==> config.mk <==
export PLATFORM = sky130hd
export DESIGN_NAME = result_collector
export DESIGN_NICKNAME = d
export VERILOG_FILES = /design/src/rtl/result_collector.sv
export SDC_FILE = /design/constraint.sdc
export NUM_CORES = 1
export LEC_CHECK = 0
export CAP_MARGIN = 15
export CORE_MARGIN = 3
export CORE_UTILIZATION = 49
export DETAILED_ROUTE_END_ITERATION = 10
export PLACE_DENSITY = 0.67
export SYNTH_ARGS = -nofsm -noshare
export SYNTH_HDL_FRONTEND = slang
export SYNTH_SLANG_ARGS = --single-unit
==> constraint.sdc <==
create_clock -name clk -period 4.6 [get_ports clk]
set_clock_uncertainty 0.1 [all_clocks]
set_input_delay 0.92 -clock clk [delete_from_list [all_inputs] [get_ports clk]]
set_output_delay 0.92 -clock clk [all_outputs]
set_load 0.05 [all_outputs]
==> src/rtl/result_collector.sv <==
// Result-write receiver: launches a producer run, buffers its words in a FIFO, flags end of frame.
// Optional COLLECT_TIMEOUT_EN adds an idle watchdog that forces DONE after TIMEOUT_CYC quiet cycles.
module result_collector #(
    parameter int unsigned DATA_W      = 21,
    parameter int unsigned DEPTH       = 16,
    parameter int unsigned TIMEOUT_CYC = 255
) (
    input  logic                       clk,
    input  logic                       rst,
    input  logic                       go,
    output logic                       w_start,
    input  logic                       wr_req,
    input  logic [DATA_W-1:0]          wr_data,
    input  logic                       src_done,
    output logic                       full,
    input  logic                       rd_en,
    output logic [DATA_W-1:0]          rd_data,
    output logic                       rd_valid,
    output logic                       empty,
    output logic [$clog2(DEPTH):0]     count,
    output logic                       busy,
    output logic                       frame_done,
    output logic [7:0]                 frame_words,
    output logic                       overflow,
    output logic                       timeout
);

    localparam int unsigned AW = $clog2(DEPTH);

    if (DEPTH < 2 || (DEPTH & (DEPTH - 1)) != 0) begin : g_bad_depth
        $error("result_collector: DEPTH must be a power of 2 and >= 2");
    end
    if (TIMEOUT_CYC < 1 || TIMEOUT_CYC > 255) begin : g_bad_timeout
        $error("result_collector: TIMEOUT_CYC must be in 1..255");
    end

    typedef enum logic [1:0] {
        IDLE    = 2'd0,
        START   = 2'd1,
        COLLECT = 2'd2,
        DONE    = 2'd3
    } state_t;

    state_t state, state_nx;

    logic [DATA_W-1:0] mem [DEPTH];
    logic [AW-1:0]     wr_ptr;
    logic [AW-1:0]     rd_ptr;
    logic              wr_acc;
    logic              rd_acc;
    logic              wd_hit;

    assign full   = (count == (AW+1)'(DEPTH));
    assign empty  = (count == '0);
    assign wr_acc = (state == COLLECT) && wr_req && !full;
    assign rd_acc = rd_en && !empty;

    // State register
    always_ff @(posedge clk or negedge rst) begin
        if (!rst) begin
            state <= IDLE;
        end else begin
            state <= state_nx;
        end
    end

    // Next-state logic
    always_comb begin
        state_nx = state;
        case (state)
            IDLE:    if (go) state_nx = START;
            START:   state_nx = COLLECT;
            COLLECT: if (src_done || wd_hit) state_nx = DONE;
            DONE:    state_nx = IDLE;
            default: state_nx = IDLE;
        endcase
    end

    // Output logic
    always_comb begin
        w_start    = 1'b0;
        busy       = 1'b0;
        frame_done = 1'b0;
        case (state)
            START:   begin w_start = 1'b1; busy = 1'b1; end
            COLLECT: busy = 1'b1;
            DONE:    frame_done = 1'b1;
            default: ;
        endcase
    end

    // FIFO storage holds no reset; validity is tracked by the pointers and count alone
    always_ff @(posedge clk) begin
        if (wr_acc) begin
            mem[wr_ptr] <= wr_data;
        end
    end

    always_ff @(posedge clk or negedge rst) begin
        if (!rst) begin
            wr_ptr   <= '0;
            rd_ptr   <= '0;
            count    <= '0;
            rd_data  <= '0;
            rd_valid <= 1'b0;
        end else begin
            rd_valid <= rd_acc;
            if (wr_acc) wr_ptr <= wr_ptr + 1'b1;
            if (rd_acc) begin
                rd_ptr  <= rd_ptr + 1'b1;
                rd_data <= mem[rd_ptr];
            end
            case ({wr_acc, rd_acc})
                2'b10:   count <= count + 1'b1;
                2'b01:   count <= count - 1'b1;
                default: ;
            endcase
        end
    end

    always_ff @(posedge clk or negedge rst) begin
        if (!rst) begin
            frame_words <= '0;
            overflow    <= 1'b0;
        end else if (state == START) begin
            frame_words <= '0;
            overflow    <= 1'b0;
        end else begin
            if (wr_acc && frame_words != 8'hFF) frame_words <= frame_words + 1'b1;
            if (state == COLLECT && wr_req && full) overflow <= 1'b1;
        end
    end

`ifdef COLLECT_TIMEOUT_EN
    logic [7:0] idle_cnt;
    logic       timeout_q;

    assign wd_hit  = (state == COLLECT) && !wr_req && !src_done
                     && (idle_cnt == 8'(TIMEOUT_CYC - 1));
    assign timeout = timeout_q;

    always_ff @(posedge clk or negedge rst) begin
        if (!rst) begin
            idle_cnt  <= '0;
            timeout_q <= 1'b0;
        end else begin
            if (state != COLLECT || wr_req || src_done) begin
                idle_cnt <= '0;
            end else begin
                idle_cnt <= idle_cnt + 1'b1;
            end
            if (state == START) begin
                timeout_q <= 1'b0;
            end else if (wd_hit) begin
                timeout_q <= 1'b1;
            end
        end
    end
`else
    assign wd_hit  = 1'b0;
    assign timeout = 1'b0;
`endif

endmodule

==> flow_metrics.py <==
metrics = {
    "clock_tree": {
        "cts_tree": "done",
        "numCtsBuffers": 39,
        "holdBufCountCts": 0,
        "clk_latency_ns": 0.52,
        "cts-resized-gates": 0,
        "post_cts_buffers": 0,
        "cts_buffer_depth": 3,
        "cts_max_level": 2,
        "cts_sinks": 382,
        "clockRootBuffer": "clkbuf_16",
        "clk_pin_slew_ns": 0.06,
    },
    "setup_path": {
        "critical_path.top_delay_family": "buffers and inverters",
        "cp_slowest_cell": "clkdlybuf4s50_1",
        "r2r-start": "state[0]$_DFFE_PN0P_",
        "critPathMaxFanout": 16,
        "end_kind": "flip-flop",
        "required_ns": 4.92,
        "cp.arrival_ns": 3.85,
        "path_cells": "clkdlybuf4s50_1 -> nand2_1 -> a21oi_2 -> inv_1 -> ha_1 -> fa_1 -> a21o_1 -> a21oi_1 -> mux2i_1 -> xnor2_1",
        "crit_buf_inv": 2,
        "path_class": "in2reg",
        "max_stage_delay_ns": 0.48,
        "r2r_end": "count[4]$_DFFE_PN0P_",
        "r2r_setup_slack_ns": 1.21,
        "worst_setup_path_start_kind": "primary input",
        "reg2regPathDepth": 11,
    },
    "synthesis": {
        "ys.flop_type": "edfxtp_1",
        "yosysSeqAreaShare": 0.753,
        "synth-edff-count": 336,
        "synth.avg_cell_area_um2": 21.0,
        "ys_warn_count": 0,
        "synth.distinct_cells": 47,
        "synth_nets": 754,
        "synthCells": 712,
        "syn-cell-area_um2": 14900,
        "ys_async_sr_fraction": 0.120,
        "synth_seq_cells": 382,
    },
    "final_layout": {
        "antenna_cells": 0,
        "utilization": 0.579,
        "drive_gt1_frac": 0.208,
        "final_net_count": 847,
        "syn_to_final_growth_pct": 15.5,
    },
    "outcome": {
        "status": "finished, final reports clean",
    },
    "floorplanning": {
        "core_um2": 29800,
        "die_area_um2": 32600,
        "die_w_um": 181,
        "dieHeight_um": 181,
        "std_cell_rows": 63,
        "start_util": 0.501,
        "num_io_pins": 69,
    },
    "detailed_routing": {
        "vias": 7199,
        "drc_errors": 0,
        "drtAntennaViolNets": 0,
        "routedWlPerCell_um": 23.9,
        "drt_iter0_markers": 573,
        "drt-total-wl_mm": 29.2,
        "viasPerCell": 5.90,
        "dr.pass1.iters": 5,
    },
    "global_route": {
        "grt_first_pass_wirelength_mm": 46.0,
        "antenna_found_initial": 0,
        "grt_overflow_total": 0,
        "grtUsageTotal": 0.183,
        "grt_max_degree": 45,
        "grt_pass1_vias": 7731,
    },
    "sta": {
        "fmaxAchievable_ghz": 0.284,
        "fin_crit_sh": 0.767,
        "drv_slew": 0,
        "fin_crit_ns": 3.53,
        "setup-tns-final_ns": 0,
        "finalHoldViolCount": 0,
        "worst_pin_slew_ns": 0.721,
        "rsz0062_at_grt": "no",
        "relSlewSlack": 0.519,
        "setup_viol": 0,
    },
    "flow_run": {
        "cap_violations": 0,
    },
    "worst_hold_path": {
        "hp-class": "in2async",
    },
    "placed_design": {
        "gp_congestion": 0.755,
        "port_buffers": 67,
        "dp_hpwl_mm": 17.0,
    },
    "power_and_ir_drop": {
        "leakagePower_uw": 0.00577,
        "ir_drop_mv": 0.250,
        "power_density_nw_per_um2": 608,
    },
}
-- through the flow --
stage | hold slack (ns) | cells | power (uW) | cell area, um2 | setup WS (ns)
floorplan | 0.417 | 712 | 6750 | 14900 | 1.47
detailed placement | 0.365 | 1154 | 7640 | 16100 | 0.583
global route | 0.284 | 1220 | 11000 | 17200 | 0.880
global placement | 0.362 | 1154 | 7550 | 16100 | 0.710
CTS | 0.254 | 1220 | 10600 | 17200 | 1.09
finish | 0.256 | 1220 | 10500 | 17200 | 1.07
-- cells in the final DEF, fill, tap and decap left out, types with 2 or more instances in the layout --
cell	netlist	routed
nor3b_1	2	2
clkinv_1	0	3
mux2_2	3	3
dfrtp_1	46	43
inv_1	8	8
mux2i_1	22	22
edfxtp_1	336	336
clkbuf_1	7	10
buf_12	0	4
o31ai_1	3	3
nor3_1	2	2
nor2b_1	2	2
a21o_1	23	23
or4_1	3	3
nor4_1	2	2
a21oi_1	9	9
and2_1	13	13
clkinv_2	0	8
clkbuf_16	0	39
nand4_1	3	3
nand3_1	4	4
bufinv_16	0	3
or3_1	2	2
dfrtp_4	0	2
ha_1	14	14
o22ai_1	21	21
mux4_2	84	84
o21ai_0	5	5
nor2_1	6	6
buf_4	8	20
and4_1	5	5
nand2_1	11	11
a211oi_1	21	21
clkdlybuf4s50_1	0	66
xnor2_1	9	9
-- power breakdown --
group          internal (uW)  switching [uW]  total (uW)
Combinational           1400            1710        3110
Sequential              4080             344        4420
Clock                   1740            1210        2950
-- kinds of logic after synthesis --
family | share of synthesized area
AOI/OAI and AO/OA | 0.0409
xor gates and xnor gates | 0.00587
adders and majority gates | 0.0131
buffers and inverters | 0.0196
DFF | 0.753
muxes | 0.144
other | 0.000251
and+or+nand+nor | 0.0231
-- layer usage --
layer / GRT usage / vias up / wire length (um)
met5: 0 / - / 0
met4: 0.0491 / 0 / 693
met3: 0.0307 / 53 / 1450
met2: 0.310 / 228 / 14900
met1: 0.248 / 3799 / 12100
li1: - / 3119 / -
-- state kept, by name, indices dropped and copies added (netlist names) --
signal	flops
mem	336
state	2
count	5
frame_words	8
rd_ptr	4
rd_valid	1
overflow	1
rd_data	21
wr_ptr	4
-- cells in the mapped netlist, types with 3 or more instances --
master / count / share of area
a211oi_1: 21 / 0.011
mux4_2: 84 / 0.13
nor2_1: 6 / 0.0015
ha_1: 14 / 0.012
a21oi_1: 9 / 0.0030
buf_4: 8 / 0.0040
mux2_2: 3 / 0.0023
o31ai_1: 3 / 0.0015
and4_1: 5 / 0.0029
a21o_1: 23 / 0.012
mux2i_1: 22 / 0.015
edfxtp_1: 336 / 0.68
nand3_1: 4 / 0.0013
xnor2_1: 9 / 0.0053
nand4_1: 3 / 0.0013
dfrtp_1: 46 / 0.077
nand2_1: 11 / 0.0028
o21ai_0: 5 / 0.0017
o22ai_1: 21 / 0.0088
buf_2: 15 / 0.0050
inv_1: 8 / 0.0020
and2_1: 13 / 0.0055
clkbuf_1: 7 / 0.0018
or4_1: 3 / 0.0015
buf_6: 5 / 0.0038
-- area by class of cell --
cell class | count | area, um2
sequential | 382 | 11200
timing repair buffer | 91 | 896
inverter | 9 | 33.8
clock inverter | 16 | 159
fill | 2153 | 12600
multi-input combinational | 282 | 3390
clock buffer | 50 | 1030
tap | 390 | 488
-- worst reg2reg max path, cell delays in order, from the launching register on --
cell	delay (ns)
dfrtp_1	0.41
inv_1	0.10
ha_1	0.22
nand2_1	0.09
a21oi_2	0.43
inv_1	0.37
ha_1	0.40
fa_1	0.43
a21o_1	0.19
a21oi_1	0.18
mux2i_1	0.24
xnor2_1	0.15
-- worst max path at each step --
stage | from | to | slack [ns] | cells after the start
global route | wr_req | count[4]$_DFFE_PN0P_ | 0.88 | 10
CTS | count[1]$_DFFE_PN0P_ | empty | 1.09 | 3
finish | wr_req | count[4]$_DFFE_PN0P_ | 1.07 | 10
global placement | wr_req | count[4]$_DFFE_PN0P_ | 0.71 | 10
floorplan | count[1]$_DFFE_PN0P_ | count[4]$_DFFE_PN0P_ | 1.47 | 9
detailed placement | wr_req | count[4]$_DFFE_PN0P_ | 0.58 | 10
Note: power is estimated with default switching activity, not from simulation.
